==> src/rtl/mem_access_unit_if.sv <==
// Bus bundle for mem_access_unit: pipeline request/response side plus the
// word-memory strobe side. The unit itself uses the slave modport.
interface mem_access_unit_if;
    logic        req;
    logic        we;
    logic [1:0]  size;
    logic        unsigned_ld;
    logic [31:0] addr;
    logic [31:0] wdata;
    logic        busy;
    logic        done;
    logic        err;
    logic [31:0] rdata;
    logic [31:0] mem_addr;
    logic [31:0] mem_wdata;
    logic        mem_read;
    logic        mem_write;
    logic [31:0] mem_rdata;

    modport slave (
        input  req, we, size, unsigned_ld, addr, wdata, mem_rdata,
        output busy, done, err, rdata, mem_addr, mem_wdata, mem_read, mem_write
    );

    modport master (
        output req, we, size, unsigned_ld, addr, wdata, mem_rdata,
        input  busy, done, err, rdata, mem_addr, mem_wdata, mem_read, mem_write
    );
endinterface

==> src/rtl/mem_access_unit.sv <==
// Memory-stage access sequencer: byte/half/word loads and stores on a word memory,
// sub-word stores by read-modify-write. Define MEM_ACCESS_ALIGN_CHECK_EN to flag misalignment.
module mem_access_unit #(
    parameter int MEM_WORDS = 1024
) (
    input  logic              clk,
    input  logic              rst_n,
    mem_access_unit_if.slave  bus
);

    typedef enum logic [1:0] {IDLE, RD, WR, DONE} state_t;

    state_t      state_reg, state_next;
    logic        we_reg;
    logic [1:0]  size_reg;
    logic        uns_reg;
    logic [1:0]  lane_reg;
    logic [15:0] wdata_reg;

    logic        busy_reg, done_reg, err_reg, mem_read_reg, mem_write_reg;
    logic [31:0] rdata_reg, mem_addr_reg, mem_wdata_reg;

    logic        acc_err;
    logic [1:0]  lane_next;
    logic [7:0]  sel_byte;
    logic [15:0] sel_half;
    logic [31:0] load_val;
    logic [3:0]  byte_en;
    logic [31:0] wdata_rep;
    logic [31:0] merged;

    // Request decode: error detection and the effective byte lane.
    always_comb begin
        lane_next = bus.addr[1:0];
        acc_err   = (bus.size == 2'b11) || ((bus.addr >> 2) >= 32'(MEM_WORDS));
`ifdef MEM_ACCESS_ALIGN_CHECK_EN
        if (bus.size == 2'b01 && bus.addr[0])
            acc_err = 1'b1;
        if (bus.size == 2'b10 && bus.addr[1:0] != 2'b00)
            acc_err = 1'b1;
`else
        if (bus.size == 2'b01)
            lane_next[0] = 1'b0;
        else if (bus.size == 2'b10)
            lane_next = 2'b00;
`endif
    end

    // Load lane extraction and extension.
    always_comb begin
        sel_byte = bus.mem_rdata[{lane_reg, 3'b000} +: 8];
        sel_half = bus.mem_rdata[{lane_reg[1], 4'b0000} +: 16];
        case (size_reg)
            2'b00:   load_val = {{24{~uns_reg & sel_byte[7]}}, sel_byte};
            2'b01:   load_val = {{16{~uns_reg & sel_half[15]}}, sel_half};
            default: load_val = bus.mem_rdata;
        endcase
    end

    // Byte enables and replicated store data for the read-modify-write merge.
    always_comb begin
        byte_en   = 4'b0000;
        wdata_rep = {2{wdata_reg}};
        if (size_reg == 2'b00) begin
            byte_en   = 4'b0001 << lane_reg;
            wdata_rep = {4{wdata_reg[7:0]}};
        end else if (size_reg == 2'b01) begin
            byte_en   = lane_reg[1] ? 4'b1100 : 4'b0011;
        end
    end

    genvar gi;
    generate
        for (gi = 0; gi < 4; gi++) begin : g_lane
            assign merged[gi*8 +: 8] = byte_en[gi] ? wdata_rep[gi*8 +: 8]
                                                   : bus.mem_rdata[gi*8 +: 8];
        end
    endgenerate

    always_comb begin
        state_next = state_reg;
        case (state_reg)
            IDLE: if (bus.req) begin
                if (acc_err)
                    state_next = DONE;
                else if (bus.we && bus.size == 2'b10)
                    state_next = WR;
                else
                    state_next = RD;
            end
            RD:      state_next = we_reg ? WR : DONE;
            WR:      state_next = DONE;
            DONE:    state_next = IDLE;
            default: state_next = IDLE;
        endcase
    end

    // Status and strobes are registered from the next state so each strobe
    // is exactly one cycle wide and drops at once under reset.
    always_ff @(posedge clk or negedge rst_n) begin
        if (!rst_n) begin
            state_reg     <= IDLE;
            we_reg        <= 1'b0;
            size_reg      <= 2'b00;
            uns_reg       <= 1'b0;
            lane_reg      <= 2'b00;
            wdata_reg     <= 16'h0;
            busy_reg      <= 1'b0;
            done_reg      <= 1'b0;
            err_reg       <= 1'b0;
            mem_read_reg  <= 1'b0;
            mem_write_reg <= 1'b0;
            rdata_reg     <= 32'h0;
            mem_addr_reg  <= 32'h0;
            mem_wdata_reg <= 32'h0;
        end else begin
            state_reg     <= state_next;
            busy_reg      <= (state_next != IDLE);
            done_reg      <= (state_next == DONE);
            mem_read_reg  <= (state_next == RD);
            mem_write_reg <= (state_next == WR);
            err_reg       <= 1'b0;
            case (state_reg)
                IDLE: if (bus.req) begin
                    we_reg       <= bus.we;
                    size_reg     <= bus.size;
                    uns_reg      <= bus.unsigned_ld;
                    lane_reg     <= lane_next;
                    wdata_reg    <= bus.wdata[15:0];
                    mem_addr_reg <= bus.addr >> 2;
                    if (acc_err) begin
                        err_reg   <= 1'b1;
                        rdata_reg <= 32'h0;
                    end else if (bus.we && bus.size == 2'b10) begin
                        mem_wdata_reg <= bus.wdata;
                    end
                end
                RD: begin
                    if (we_reg)
                        mem_wdata_reg <= merged;
                    else
                        rdata_reg <= load_val;
                end
                default: ;
            endcase
        end
    end

    assign bus.busy      = busy_reg;
    assign bus.done      = done_reg;
    assign bus.err       = err_reg;
    assign bus.rdata     = rdata_reg;
    assign bus.mem_addr  = mem_addr_reg;
    assign bus.mem_wdata = mem_wdata_reg;
    assign bus.mem_read  = mem_read_reg;
    assign bus.mem_write = mem_write_reg;

endmodule

==> src/flat_wrapper.sv <==
// flat-port wrapper written by rule: the top's interface ports become plain ports
module mem_access_unit_flat 
#(
    parameter int MEM_WORDS = 1024
)
  (clk, rst_n, bus_req, bus_we, bus_size, bus_unsigned_ld, bus_addr, bus_wdata, bus_mem_rdata, bus_busy, bus_done, bus_err, bus_rdata, bus_mem_addr, bus_mem_wdata, bus_mem_read, bus_mem_write);
  mem_access_unit_if bus_i ();
  input  logic clk;
  input  logic rst_n;
  input wire logic [$bits(bus_i.req)-1:0] bus_req;
  input wire logic [$bits(bus_i.we)-1:0] bus_we;
  input wire logic [$bits(bus_i.size)-1:0] bus_size;
  input wire logic [$bits(bus_i.unsigned_ld)-1:0] bus_unsigned_ld;
  input wire logic [$bits(bus_i.addr)-1:0] bus_addr;
  input wire logic [$bits(bus_i.wdata)-1:0] bus_wdata;
  input wire logic [$bits(bus_i.mem_rdata)-1:0] bus_mem_rdata;
  output wire logic [$bits(bus_i.busy)-1:0] bus_busy;
  output wire logic [$bits(bus_i.done)-1:0] bus_done;
  output wire logic [$bits(bus_i.err)-1:0] bus_err;
  output wire logic [$bits(bus_i.rdata)-1:0] bus_rdata;
  output wire logic [$bits(bus_i.mem_addr)-1:0] bus_mem_addr;
  output wire logic [$bits(bus_i.mem_wdata)-1:0] bus_mem_wdata;
  output wire logic [$bits(bus_i.mem_read)-1:0] bus_mem_read;
  output wire logic [$bits(bus_i.mem_write)-1:0] bus_mem_write;
  assign bus_i.req = bus_req;
  assign bus_i.we = bus_we;
  assign bus_i.size = bus_size;
  assign bus_i.unsigned_ld = bus_unsigned_ld;
  assign bus_i.addr = bus_addr;
  assign bus_i.wdata = bus_wdata;
  assign bus_i.mem_rdata = bus_mem_rdata;
  assign bus_busy = bus_i.busy;
  assign bus_done = bus_i.done;
  assign bus_err = bus_i.err;
  assign bus_rdata = bus_i.rdata;
  assign bus_mem_addr = bus_i.mem_addr;
  assign bus_mem_wdata = bus_i.mem_wdata;
  assign bus_mem_read = bus_i.mem_read;
  assign bus_mem_write = bus_i.mem_write;
  mem_access_unit #(.MEM_WORDS(MEM_WORDS)) u_core (.clk(clk), .rst_n(rst_n), .bus(bus_i));
endmodule
==> config.mk <==
export PLATFORM = sky130hd
export DESIGN_NAME = mem_access_unit_flat
export DESIGN_NICKNAME = d
export VERILOG_FILES = /design/src/rtl/mem_access_unit_if.sv /design/src/rtl/mem_access_unit.sv /design/src/flat_wrapper.sv
export SDC_FILE = /design/constraint.sdc
export NUM_CORES = 1
export LEC_CHECK = 0
export ABC_AREA = 1
export CAP_MARGIN = 20
export CORE_ASPECT_RATIO = 0.6
export CORE_MARGIN = 2
export CORE_UTILIZATION = 38
export CTS_CLUSTER_SIZE = 14
export DETAILED_ROUTE_END_ITERATION = 7
export PLACE_DENSITY_LB_ADDON = 0.25
export SLEW_MARGIN = 20
export SYNTH_ARGS = -nofsm -noshare
export SYNTH_HDL_FRONTEND = slang
export SYNTH_SLANG_ARGS = --single-unit
==> constraint.sdc <==
create_clock -name clk -period 3.1 [get_ports clk]
set_input_delay 0.62 -clock clk [delete_from_list [all_inputs] [get_ports clk]]
set_output_delay 0.62 -clock clk [all_outputs]
set_load 0.02 [all_outputs]
Word level (Yosys, flattened, before mapping)
Cells that the tools add are included.
Storage, ports and cells
  bits in latches: 0
  logic and storage cells: 75
  ROM bits: 0
  bits in writable memories: 0
  memories kept: 0
  register bits after elaboration: 123
Cells by class
  add/subtract/negate cells: 0
  eq/ne operators: 16
  shift-type cells: 3
  mux-type cells: 29
  div/mod/pow operators: 0
  multiply operators: 0
  magnitude comparators: 1
  reductions and logical operators: 9
  bitwise logic cells: 3
Operators with widths (number)
  two-way mux 32 bit: 8
  case mux 32 bit (2 select lines): 3
  two-way mux 8 bit: 4
  indexed part select 32 x 6 -> 16 bit: 1
  indexed part select 32 x 6 -> 8 bit: 1
  greater-or-equal comparator 30 x 11 -> 1 bit (second input constant): 1
  == test 2 bit (second input constant): 6
  two-way mux 4 bit: 3
  == test 2 x 1 -> 1 bit (second input constant): 4
  two-way mux 2 bit: 4
  case mux 2 bit (4 select lines): 1
  two-way mux 1 bit: 6
  != test 2 x 1 -> 1 bit (second input constant): 3
  != test 2 bit (second input constant): 3
  AND reduction 5 bit: 1
  logical NOT 2 bit: 2
  AND reduction 4 bit: 1
  nonzero test 2 bit: 2
  << shifter 1 x 2 -> 4 bit (first input constant): 1
  AND 1 bit: 2
  AND reduction 2 bit: 1
  logical AND 1 bit: 1
  logical OR 1 bit: 1
  NOT 1 bit: 1

Depth between registers and ports, before layout
  depth in word-level cells: 7
  gate-level depth with buffers: 11

Worst setup path before layout
Ideal clock, no wire load.
  kind: input-to-reg
  start point: in bus_addr[13]
  end point: reg u_core.mem_wdata_reg[10], in the netlist u_core.bus.mem_wdata[10]
  path buffers: 1
  data required time: 2.983 ns
  data arrival time: 1.592 ns
  stages: 9
  library setup time: 0.117 ns
  path slack: 1.391 ns
  cells stage by stage: nor2_1 nand2_1 nor2_1 nand3_1 o21ai_2 nand2_1 buf_2 nand2_1 nand2_1
On the way
  longest elaborated chain between the ends: 4
RTL lines
  start, declared: line flat_wrapper.sv:14  | input wire logic [$bits(bus_i.addr)-1:0] bus_addr;
  greater-or-equal comparator 30 x 11 -> 1 bit: line mem_access_unit.sv:35  | acc_err = (bus.size == 2'b11) || ((bus.addr >> 2) >= 32'(MEM_WORDS));
  logical OR 1 bit: line mem_access_unit.sv:35
  != test 2 bit (no line)
  AND reduction 5 bit (no line)
  end signal, assigned: line mem_access_unit.sv:135  | mem_wdata_reg <= bus.wdata;
  end signal, assigned: line mem_access_unit.sv:140  | mem_wdata_reg <= merged;
  end, declared: line mem_access_unit.sv:21  | logic [31:0] rdata_reg, mem_addr_reg, mem_wdata_reg;
Every way passes these cells.
A chain may end at the register's enable or synchronous reset.

Worst setup path in the final report
  start point: reg u_core.state_reg[1]
  end point: reg u_core.mem_wdata_reg[23], in the netlist u_core.bus.mem_wdata[23]
On the way
  longest elaborated chain between the ends: 3
  elaborated cells on any way between the ends: 9
RTL lines
  start, declared: line mem_access_unit.sv:13  | state_t state_reg, state_next;
  start signal, assigned: line mem_access_unit.sv:117  | state_reg <= state_next;
  == test 2 x 1 -> 1 bit or logical NOT 2 bit (tied branches): line mem_access_unit.sv:123  | case (state_reg)
  != test 2 x 1 -> 1 bit (no line), or another cell as far along
  AND reduction 5 bit (no line)
Parallel ways exist; a longest one is shown, timed or not.

==> flow_summary.ini <==
[run_status]
outcome = finished, final reports clean

[run]
maxCapViolations = 0

[sta]
setup_viol = 0
slew_headroom_pct = 33.31
tightest_slew_ns = 0.9993
fin_tns_setup_ns = 0
post-route-min-period_ns = 2.204
fmax_ghz = 0.4538
skew_ns = 0.007690
hold_viol_final = 0
drv_slew = 0
rsz0062_at_grt = false
layout_setup_ws_ns = 0.8962
post-route-period-util_pct = 71.09

[floorplanning]
start_util_pct = 38.90
core_area_um2 = 16260
num_rows = 36
die_w_um = 170.6
dieArea_um2 = 17730
die_y_um = 103.9
pin_count = 204

[routing]
vias_per_cell = 4.993
first_iter_violations = 721
vias = 6531
drc = 0
ant_nets = 0
first_pass_iters = 5
routedWlPerCell_um = 16.84
finalWirelength_um = 22030

[worst_setup_path]
worstPathMaxFanout = 32
cpPeakStageDelay_ns = 0.79
criticalPathCategory = flop to flop
arrival_ns = 2.56
cp_data_required_time_ns = 3.45
crit_family = buffers and inverters
end_kind = flop
critPathBufInv = 2
slowest_stage = inv_1
cp-start-kind = flop
cp_cell_sequence = inv_1, ha_2, inv_1, nand2_1, o21ai_1, nand3_1, nand2_1

[global_route]
grt_pass1_wl_um = 34580
grt_max_degree = 63
grt_antenna_before_repair = 1
grt_usage_pct = 25.37
grt_pass1_vias = 6199
overflow = 0

[power]
p_leak_nw = 4.478
clkPwrFrac_pct = 21.1
irDropWorstVdd_mv = 0.5275
p_total_mw = 10.12
p_comb_share_pct = 51.5
p_sw_mw = 4.469
seqPwrFrac_pct = 27.4
swShare_pct = 44.18
cellPowerDensity_nw_per_um2 = 1111
internal_power_mw = 5.647

[synth]
synth_ff_type = dfrtp_1
syn_area_per_cell_um2 = 7.172
synthCells = 882
ys_seq_area_share_pct = 48.66
ys_types = 27
ys_warn_count = 0
synth_enable_flop_cells = 0
synth_seq_cells = 123
netlist_area_um2 = 6326
synth_common_cells = nand2_1, dfrtp_1, nand3_1
yosysTopAreaCell = dfrtp_1
synth.area.top_cells = dfrtp_1, nand2_1, nand3_1
yosysTopAreaCellShare_pct = 48.66
synth.most_common_cell = nand2_1
ys_async_sr_fraction_pct = 100.0

[layout]
drive_above_1_share_pct = 6.574
antenna_cells = 0
area_growth_pct = 43.87
final_util_pct = 55.97
final_nets = 1174

[clocking]
post_cts_resized = 0
post_cts_buffers = 0
cts_tree = done
cts_root_buffer = clkbuf_16
cts_buffers = 17
h-tree-depth = 4
cts_sinks = 123
clkSlewWorstSetupHoldPaths_ns = 0.06
hold_buffers = 0
cts_buffer_depth = 2
clkLatencyLatePin_ns = 0.42

[placement]
port_buffers = 201
dpl_worst_slack_ns = 0.5369
finalWeightedCongestion = 0.9376
hpwlAfterDp_um = 16020

[hold_path]
hp-class = input port to async pin
power groups by stage:
| stage | registers, mW | clock network, mW | logic (mW) |
|---|---|---|---|
| CTS | 2.77 | 2.15 | 5.19 |
| floorplan | 3.35 | 0 | 2.56 |
| detailed placement | 2.77 | 0 | 5.17 |
| global placement | 2.78 | 0 | 5.12 |
| finish | 2.78 | 2.13 | 5.21 |
| global route | 2.85 | 2.24 | 5.72 |
cell families (layout without fill, tap and decap cells):
logic type                 after synthesis  count (layout)  synth area share [%]
AOI/OAI and AO/OA                       79              79                 6.626
adders and majority gates                3               3                0.5934
buffers and inverters                   90             287                 6.448
and+or+nand+nor                        586             586                 37.62
other                                    1               2               0.05928
DFF                                    123             123                 48.66
worst paths after layout:
path	end	depth (start not counted)	start	slack, ns
worst max-delay path	u_core.bus.mem_wdata[23]	7	u_core.state_reg[1]	0.90
worst min-delay path	u_core.bus.mem_addr[25]	1	rst_n	0.17
worst max register to register	u_core.bus.mem_wdata[23]	7	u_core.state_reg[1]	0.90
worst min register to register	u_core.bus.mem_wdata[21]	2	u_core.bus.mem_wdata[21]	0.47
max in group asynchronous	u_core.bus.rdata[14]	2	rst_n	2.17
min in group clk	u_core.bus.mem_wdata[21]	2	u_core.bus.mem_wdata[21]	0.47
per-stage QoR:
step                hold slack [ns]  std cells  instance area, um2
floorplan                    0.3244        883                6330
global placement             0.4585       1277                8476
detailed placement           0.4618       1277                8476
CTS                          0.1834       1308                9101
global route                 0.1941       1308                9101
finish                       0.1660       1308                9101
cell usage in the layout, fill, tap and decap left out, types with 2 or more instances in the layout:
cell             synthesis  layout
clkinv_4                 0       3
nand2_2                  6       6
o21ai_0                 42      42
o22ai_1                  2       2
buf_4                    7      10
bufinv_16                0       4
o21ai_1                 19      19
nand2_1                430     430
inv_1                   41      41
ha_1                     3       2
conb_1                   1       2
nor2_2                   4       4
a21oi_2                  3       3
nand3_2                  3       3
nor2_1                  43      43
a21oi_1                  9       9
clkbuf_8                 0       2
nand3_1                 91      91
clkdlybuf4s50_1          0     200
inv_2                    4       4
dfrtp_1                123     123
clkinv_2                 0       3
clkbuf_16                0      17
or2_2                    8       8
routing by layer:
metal	share of wire [%]	GRT usage [%]	vias up	routed length [um]
met5	0	0	-	0
met4	1.9	7.631	0	408
met3	10	6.697	34	2252
met2	38	32.59	354	8370
met1	50	40.46	3002	10990
li1	-	-	3141	-
worst register-to-register path, cell delays in order, from the launching register on:
cell     delay [ns]
dfrtp_1        0.37
inv_1          0.07
ha_2           0.33
inv_1          0.80
nand2_1        0.22
o21ai_1        0.18
nand3_1        0.09
nand2_1        0.09
area by class of cell:
type	instances	area, um2
clock buffers	20	456.7
well taps	228	285.3
multi-input cells	670	2846
inverters	45	168.9
fillers	1544	7159
clock inverters	11	168.9
flip-flops and latches	123	3078
repair buffers	211	2097
Note: power is estimated with default switching activity, not from simulation.
